**src/rtl/mem_copy_engine_pkg.sv**
```systemverilog
// Shared types and default widths for the memory copy/fill engine.
package mem_copy_engine_pkg;

  localparam int unsigned ADDR_W_DEF = 16;
  localparam int unsigned DATA_W_DEF = 16;
  localparam int unsigned LEN_W_DEF  = 16;

  typedef enum logic [1:0] {
    ST_IDLE = 2'd0,
    ST_RD   = 2'd1,
    ST_WR   = 2'd2,
    ST_DONE = 2'd3
  } state_e;

endpackage

```
**src/rtl/mem_copy_engine_if.sv**
```systemverilog
// Single-port memory bus shared by the engine (master) and the memory (slave).
interface mem_copy_engine_if #(
  parameter int unsigned ADDR_W = mem_copy_engine_pkg::ADDR_W_DEF,
  parameter int unsigned DATA_W = mem_copy_engine_pkg::DATA_W_DEF
);
  logic [ADDR_W-1:0] mem_access_addr;
  logic [DATA_W-1:0] mem_write_data;
  logic              mem_write_en;
  logic              mem_read;
  logic [DATA_W-1:0] mem_read_data;

  modport master (
    output mem_access_addr, mem_write_data, mem_write_en, mem_read,
    input  mem_read_data
  );

  modport slave (
    input  mem_access_addr, mem_write_data, mem_write_en, mem_read,
    output mem_read_data
  );
endinterface

```
**src/rtl/mem_copy_engine.sv**
```systemverilog
// Word-at-a-time memory copy (RD/WR pairs) or fill (WR only) engine.
// All outputs are registered and computed from the next-state values.
module mem_copy_engine
  import mem_copy_engine_pkg::*;
#(
  parameter int unsigned ADDR_W = ADDR_W_DEF,
  parameter int unsigned DATA_W = DATA_W_DEF,
  parameter int unsigned LEN_W  = LEN_W_DEF
) (
  input  logic              clk,
  input  logic              reset,
  input  logic              start,
  input  logic              mode,
  input  logic              abort,
  input  logic [ADDR_W-1:0] src_addr,
  input  logic [ADDR_W-1:0] dst_addr,
  input  logic [LEN_W-1:0]  len,
  input  logic [DATA_W-1:0] fill_data,
  output logic              busy,
  output logic              done,
  output logic [LEN_W-1:0]  words_done,
  mem_copy_engine_if.master mem
);

  state_e            state_q, state_d;
  logic [ADDR_W-1:0] src_ptr_q, src_ptr_d;
  logic [ADDR_W-1:0] dst_ptr_q, dst_ptr_d;
  logic [LEN_W-1:0]  remain_q, remain_d;
  logic [LEN_W-1:0]  words_done_q, words_done_d;
  logic              mode_q, mode_d;
  logic [DATA_W-1:0] fill_q, fill_d;
  logic [DATA_W-1:0] buf_q, buf_d;
  logic              busy_q, busy_d;
  logic              done_q, done_d;
  logic              rd_q, rd_d;
  logic              we_q, we_d;
  logic [ADDR_W-1:0] addr_q, addr_d;
  logic [DATA_W-1:0] wdata_q, wdata_d;

  always_ff @(posedge clk or posedge reset) begin
    if (reset) begin
      state_q      <= ST_IDLE;
      src_ptr_q    <= '0;
      dst_ptr_q    <= '0;
      remain_q     <= '0;
      words_done_q <= '0;
      mode_q       <= 1'b0;
      fill_q       <= '0;
      buf_q        <= '0;
      busy_q       <= 1'b0;
      done_q       <= 1'b0;
      rd_q         <= 1'b0;
      we_q         <= 1'b0;
      addr_q       <= '0;
      wdata_q      <= '0;
    end else begin
      state_q      <= state_d;
      src_ptr_q    <= src_ptr_d;
      dst_ptr_q    <= dst_ptr_d;
      remain_q     <= remain_d;
      words_done_q <= words_done_d;
      mode_q       <= mode_d;
      fill_q       <= fill_d;
      buf_q        <= buf_d;
      busy_q       <= busy_d;
      done_q       <= done_d;
      rd_q         <= rd_d;
      we_q         <= we_d;
      addr_q       <= addr_d;
      wdata_q      <= wdata_d;
    end
  end

  always_comb begin
    state_d      = state_q;
    src_ptr_d    = src_ptr_q;
    dst_ptr_d    = dst_ptr_q;
    remain_d     = remain_q;
    words_done_d = words_done_q;
    mode_d       = mode_q;
    fill_d       = fill_q;
    buf_d        = buf_q;

    unique case (state_q)
      ST_IDLE: begin
        // start together with abort is treated as not accepted
        if (start && !abort) begin
          src_ptr_d    = src_addr;
          dst_ptr_d    = dst_addr;
          remain_d     = len;
          mode_d       = mode;
          fill_d       = fill_data;
          words_done_d = '0;
          if (len == '0)  state_d = ST_DONE;
          else if (mode)  state_d = ST_WR;
          else            state_d = ST_RD;
        end
      end
      ST_RD: begin
        if (abort) begin
          state_d = ST_IDLE;
        end else begin
          buf_d   = mem.mem_read_data;
          state_d = ST_WR;
        end
      end
      ST_WR: begin
        // the write strobed this cycle lands even on abort, but is not counted
        if (abort) begin
          state_d = ST_IDLE;
        end else begin
          src_ptr_d    = src_ptr_q + ADDR_W'(1);
          dst_ptr_d    = dst_ptr_q + ADDR_W'(1);
          words_done_d = words_done_q + LEN_W'(1);
          remain_d     = remain_q - LEN_W'(1);
          if (remain_q == LEN_W'(1)) state_d = ST_DONE;
          else if (mode_q)           state_d = ST_WR;
          else                       state_d = ST_RD;
        end
      end
      ST_DONE: state_d = ST_IDLE;
      default: state_d = ST_IDLE;
    endcase

    busy_d  = (state_d != ST_IDLE);
    done_d  = (state_d == ST_DONE);
    rd_d    = (state_d == ST_RD);
    we_d    = (state_d == ST_WR);
    addr_d  = '0;
    wdata_d = '0;
    if (state_d == ST_RD) begin
      addr_d = src_ptr_d;
    end else if (state_d == ST_WR) begin
      addr_d  = dst_ptr_d;
      wdata_d = mode_d ? fill_d : buf_d;
    end
  end

  assign busy                = busy_q;
  assign done                = done_q;
  assign words_done          = words_done_q;
  assign mem.mem_read        = rd_q;
  assign mem.mem_write_en    = we_q;
  assign mem.mem_access_addr = addr_q;
  assign mem.mem_write_data  = wdata_q;

endmodule

```
**src/flat_wrapper.sv**
```systemverilog
// flat-port wrapper written by rule: the top's interface ports become plain ports
module mem_copy_engine_flat import mem_copy_engine_pkg::*;
#(
  parameter int unsigned ADDR_W = ADDR_W_DEF,
  parameter int unsigned DATA_W = DATA_W_DEF,
  parameter int unsigned LEN_W  = LEN_W_DEF
)
  (clk, reset, start, mode, abort, src_addr, dst_addr, len, fill_data, busy, done, words_done, mem_mem_access_addr, mem_mem_write_data, mem_mem_write_en, mem_mem_read, mem_mem_read_data);
  mem_copy_engine_if #(.ADDR_W(ADDR_W), .DATA_W(DATA_W)) mem_i ();
  input  logic clk;
  input  logic reset;
  input  logic start;
  input  logic mode;
  input  logic abort;
  input  logic [ADDR_W-1:0] src_addr;
  input  logic [ADDR_W-1:0] dst_addr;
  input  logic [LEN_W-1:0] len;
  input  logic [DATA_W-1:0] fill_data;
  output logic busy;
  output logic done;
  output logic [LEN_W-1:0] words_done;
  output wire logic [$bits(mem_i.mem_access_addr)-1:0] mem_mem_access_addr;
  output wire logic [$bits(mem_i.mem_write_data)-1:0] mem_mem_write_data;
  output wire logic [$bits(mem_i.mem_write_en)-1:0] mem_mem_write_en;
  output wire logic [$bits(mem_i.mem_read)-1:0] mem_mem_read;
  input wire logic [$bits(mem_i.mem_read_data)-1:0] mem_mem_read_data;
  assign mem_mem_access_addr = mem_i.mem_access_addr;
  assign mem_mem_write_data = mem_i.mem_write_data;
  assign mem_mem_write_en = mem_i.mem_write_en;
  assign mem_mem_read = mem_i.mem_read;
  assign mem_i.mem_read_data = mem_mem_read_data;
  mem_copy_engine #(.ADDR_W(ADDR_W), .DATA_W(DATA_W), .LEN_W(LEN_W)) u_core (.clk(clk), .reset(reset), .start(start), .mode(mode), .abort(abort), .src_addr(src_addr), .dst_addr(dst_addr), .len(len), .fill_data(fill_data), .busy(busy), .done(done), .words_done(words_done), .mem(mem_i));
endmodule
```
**config.mk**
```make
export PLATFORM = sky130hd
export DESIGN_NAME = mem_copy_engine_flat
export DESIGN_NICKNAME = d
export VERILOG_FILES = /design/src/rtl/mem_copy_engine_pkg.sv /design/src/rtl/mem_copy_engine_if.sv /design/src/rtl/mem_copy_engine.sv /design/src/flat_wrapper.sv
export SDC_FILE = /design/constraint.sdc
export NUM_CORES = 1
export LEC_CHECK = 0
export CAP_MARGIN = 5
export CORE_ASPECT_RATIO = 1.1
export CORE_MARGIN = 2
export CORE_UTILIZATION = 45
export DETAILED_ROUTE_END_ITERATION = 12
export GPL_ROUTABILITY_DRIVEN = 0
export PLACE_DENSITY = 0.81
export SETUP_SLACK_MARGIN = 0.05
export SLEW_MARGIN = 25
export SYNTH_ARGS = -nofsm -noshare
export SYNTH_HDL_FRONTEND = slang
export SYNTH_SLANG_ARGS = --single-unit
```
**constraint.sdc**
```tcl
create_clock -name clk -period 6.7 [get_ports clk]
set_clock_uncertainty 0.05 [all_clocks]
set_input_delay 1.675 -clock clk [delete_from_list [all_inputs] [get_ports clk]]
set_output_delay 1.675 -clock clk [all_outputs]
set_load 0.03 [all_outputs]
```
Word level (Yosys, flattened, before mapping):

Index checks and enable logic that the tools add are counted.

* add/subtract/negate cells: 4
* equal/unequal tests: 9
* muxes and demuxes: 31
* reductions and logical operators: 7

Operator list (count)
* $mux W16: 17
* $pmux W16 S2: 4
* $add A16 B1 Y16 const B: 3
* $eq A16 B1 Y1 const B: 1
* $logic_not A16 Y1: 1
* $sub A16 B1 Y16 const B: 1
* $mux W2: 7
* $eq A2 B2 Y1 const B: 4
* $pmux W2 S4: 1
* $eq A2 B1 Y1 const B: 2
* $reduce_bool A2 Y1: 2
* $reduce_and A3 Y1: 1
* $logic_not A2 Y1: 1
* $mux W1: 2
* $ne A2 B1 Y1 const B: 1
* $ne A2 B2 Y1 const B: 1
* $logic_and A1 B1 Y1: 1
* $logic_not A1 Y1: 1

* flip-flop bits (word level): 135

Logic depth before layout (Yosys ltp):

* depth in word-level cells: 7
* depth in mapped cells: 10
* gate-level depth less buffers: 8

Worst setup path before layout:

Ideal clock, no wire load.

* path type: in2reg
* from: in start
* to: reg u_core.addr_q[13], in the netlist u_core.mem.mem_access_addr[13]
* data arrival time: 3246 ps
* data required time: 6529 ps
* setup slack: 3282 ps
* stages: 9
* cells stage by stage: buf_2 or4b_1 clkbuf_1 nor2_1 a211o_1 buf_6 clkinv_8 buf_12 a22o_2

* longest elaborated chain between the ends: 6
* elaborated cells between the ends (all ways): 11
* those cells by class: eq/ne (2); mux (8); reduce/logical (1)

Ends and longest elaborated chain
* from (decl): RTL line flat_wrapper.sv:12 `input logic start;`
* $logic_and A1 B1 Y1: RTL line mem_copy_engine.sv:87 `if (start && !abort) begin`
* $mux W2: RTL line mem_copy_engine.sv:87
* $pmux W2 S4: RTL line mem_copy_engine.sv:84 `unique case (state_q)`
* $eq A2 B2 Y1
* via u_core.we_d: RTL line mem_copy_engine.sv:36 `logic we_q, we_d;`
* $mux W16: RTL line mem_copy_engine.sv:133 `end else if (state_d == ST_WR) begin`
* $mux W16: RTL line mem_copy_engine.sv:131 `if (state_d == ST_RD) begin`
* via u_core.addr_d[13]: RTL line mem_copy_engine.sv:37 `logic [ADDR_W-1:0] addr_q, addr_d;`
* to (signal assigned): RTL line mem_copy_engine.sv:69 `addr_q <= addr_d;`
* to (decl): RTL line mem_copy_engine.sv:37

The timed path passes the listed nets, and every way through them passes these cells.
A chain may end at the register's enable or synchronous reset.

Worst setup path after layout:

* from: in abort
* to: reg u_core.addr_q[11], in the netlist u_core.mem.mem_access_addr[11]

* longest elaborated chain between the ends: 7
* elaborated cells between the ends (all ways): 16
* those cells by class: eq/ne (2); mux (12); reduce/logical (2)

Ends and longest elaborated chain
* from (decl): RTL line flat_wrapper.sv:14 `input logic abort;`
* $logic_not A1 Y1: RTL line mem_copy_engine.sv:87
* $logic_and A1 B1 Y1: RTL line mem_copy_engine.sv:87
* $mux W2: RTL line mem_copy_engine.sv:87
* $pmux W2 S4: RTL line mem_copy_engine.sv:84
* $eq A2 B2 Y1: RTL line mem_copy_engine.sv:133
* $mux W16: RTL line mem_copy_engine.sv:133
* $mux W16 *: RTL line mem_copy_engine.sv:131
* via u_core.addr_d[11]: RTL line mem_copy_engine.sv:37

The timed path passes the listed nets; every way through them passes the cells marked *.

==> metrics.yaml <==
max-vdd-ir-drop_mv: 0.1935
crit_arrival_ps: 4850
die_area_mm2: 0.01596
ant_nets: 0
highest_layer: "met4"
slew_headroom: 0.3230
nFillCells: 1224
cts_resized: 0
area_delta_synth_final_pct: 30.98
wl_met2_um: 8355
crit_cells: 7
clockBufferDepth: 2
hpwl_um: 12260
postSynth.asyncResetShare: 1.000
min-delay-path-class: "reg -> reg"
vias: 5820
required_ps: 6960
synth.distinct_cells: 74
yosys.area.top_type_share: 0.5018
fin_util: 0.6080
clock.fmax_mhz: 218.3
slew_violations: 0
tns_ps: 0
cts_tree: "done"
setup_ws_ps: 2118
drt-initial-drc-count: 527
ys_seq_area_frac: 0.5018
grt_max_degree: 91
synth-edff-count: 0
critPathTopFamily: "buffers and inverters"
tightest_slew_ps: 1015
antenna_found_initial: 0
drive_gt1_frac: 0.1006
power_density_mw_per_mm2: 324.3
io_buffers: 136
syn_avg_cell_area_um2: 9.772
min_path_cells: 2
place_ws_ps: 1683
finalCritPeriodShare: 0.6838
yosysWarnings: 0
viasPerCell: 5.723
p_leak_uw: 0.003745
ys_top_cells_by_area: "dfrtp_1 50%, nand2_1 5.2%, nor2_1 4.1%"
clockRootBuffer: "clkbuf_16"
fin_crit_ps: 4582
rows: 46
drc: 0
wl_met3_um: 1403
first_pass_iters: 5
m1WireLength_um: 7814
chipWidth_um: 120.6
fin_cells: 1017
cpPeakStageDelay_ps: 760
diodes: 0
syn_inst: 689
rr_worst_depth: 6
critical_path.cell_chain: "clkdlybuf4s50_1 -> or4b_1 -> buf_4 -> nor2_1 -> a211o_1 -> clkinv_8 -> a22o_1"
cap_violations: 0
worst-setup-path-type: "in -> reg"
grt_overflow: 0
critical_path_buf_inv_count: 3
synth_top_cell_by_area: "dfrtp_1"
postCtsSetupRepairBufs: 0
grt.total_usage: 0.2339
die_h_um: 132.3
setup_viol: 0
start_kind: "primary input"
rsz0062_at_grt: "no"
coreArea_mm2: 0.01450
start_util: 0.4642
h-tree-depth: 4
insertion_delay_ps: 420
outcome: "completed"
grt_pass1_wl_um: 29310
finalHoldViolCount: 0
fin_nets: 902
clkTransAtPathRegs_ps: 60
ios: 137
cp_max_fo: 33
synthFlopType: "dfrtp_1"
syn_nets: 779
detail_route.wl_per_cell_um: 17.75
drt-total-wl_um: 18050
cts_buffers: 17
hold_buffers: 0
first_global_vias: 5700
cp_slowest_cell: "clkdlybuf4s50_1"
end_kind: "register"
dp.cells: 985
cts_num_sinks: 135
synth_seq_cells: 135
synth_area_mm2: 0.006733
==> where the power goes <==
group          internal, µW  total, µW  switching (µW)
Sequential             1000       1150             152
Clock                   570        946             376
Combinational           333        760             427
==> cells in the final DEF, fill, tap and decap left out, types with 4 or more instances in the layout <==
cell	netlist	layout
clkdlybuf4s50_1	0	136
dfrtp_1	135	135
nand2_1	93	93
nor2_1	74	74
a21oi_1	39	39
nand3_1	28	28
o21ai_0	25	24
mux2i_1	22	22
nor3_1	18	18
clkbuf_16	0	17
o22a_1	16	16
inv_1	17	16
mux2_2	16	16
nor4_1	11	11
nand4_1	10	10
buf_4	2	10
nand2b_1	8	8
a31oi_1	8	8
xnor2_1	8	8
a22o_2	8	8
o32ai_1	7	7
and3_1	6	6
a22o_1	6	6
inv_6	0	6
a21o_1	5	5
ha_1	5	5
a22oi_1	4	4
a311o_1	4	4
a2bb2oi_1	4	4
o211ai_1	4	4
==> per-layer routing <==
metal,vias up,track usage
met1,2775,0.3142
met4,0,0.1021
li1,2751,-
met3,34,0.06185
met2,260,0.3569
met5,-,0
==> registers in the layout (all words and copies together) (netlist names) <==
register,cells
u_core.remain_q,16
u_core.mem.mem_read,1
u_core.mem.mem_write_data,16
u_core.src_ptr_q,16
u_core.done,1
u_core.mem.mem_access_addr,16
u_core.buf_q,16
u_core.dst_ptr_q,16
u_core.words_done,16
u_core.fill_q,16
u_core.mem.mem_write_en,1
u_core.mode_q,1
u_core.busy,1
u_core.state_q,2
==> layout make-up <==
class                   instances  area, µm²  area share
well taps                     192      240.2     0.02724
multi-input cells             492       3068      0.3479
clock buffers                  19      442.9     0.05023
inverters                      20      92.59     0.01050
flip-flops and latches        135       3378      0.3831
repair buffers                146       1436      0.1629
clock inverters                13      160.2     0.01816
==> metrics by stage <==
stage	hold WS, ps	total power [µW]	area, µm²
final	427.2	2859	8818
after CTS	426.9	2865	8818
after floorplan	390.1	1650	6733
after global routing	444.4	3004	8818
after detailed placement	411.0	1911	8215
after global placement	404.8	1890	8213
==> worst register-to-register path, cell delays in order, from the launching register on <==
cell and delay [ps]:
dfrtp_1 320, buf_4 350, nand2b_1 850, a221o_1 320
a211o_1 690, clkinv_8 230, a22o_1 290
==> logic make-up after synthesis <==
logic type                 after synthesis  synth area share
muxes                                   38           0.05947
xor gates and xnor gates                10           0.01301
adders and majority gates                5          0.009292
and+or+nand+nor                        274            0.1962
AOI/OAI and AO/OA                      165            0.1762
DFF                                    135            0.5018
buffers and inverters                   62           0.04404
==> final timing paths <==
path / slack, ps / start / endpoint
worst max-delay path: 2120 / abort / u_core.mem.mem_access_addr[11]
worst min-delay path: 430 / u_core.fill_q[5] / u_core.fill_q[5]
worst max register to register: 3490 / u_core.state_q[0] / u_core.mem.mem_access_addr[11]
worst min register to register: 430 / u_core.fill_q[5] / u_core.fill_q[5]
max in group asynchronous: 3760 / reset / u_core.src_ptr_q[3]
min in group asynchronous: 1730 / reset / u_core.buf_q[11]
==> cells in the mapped netlist, drive strengths merged, types with 11 or more instances <==
cell type	n
inv	18
o21ai	25
nand2	93
a21oi	39
buf	20
nor3	18
nand4	11
dfrtp	135
nor2	75
a22o	14
nor4	14
nand3	28
o22a	16
mux2	16
clkbuf	22
mux2i	22
(Power assumes the default switching activity.)
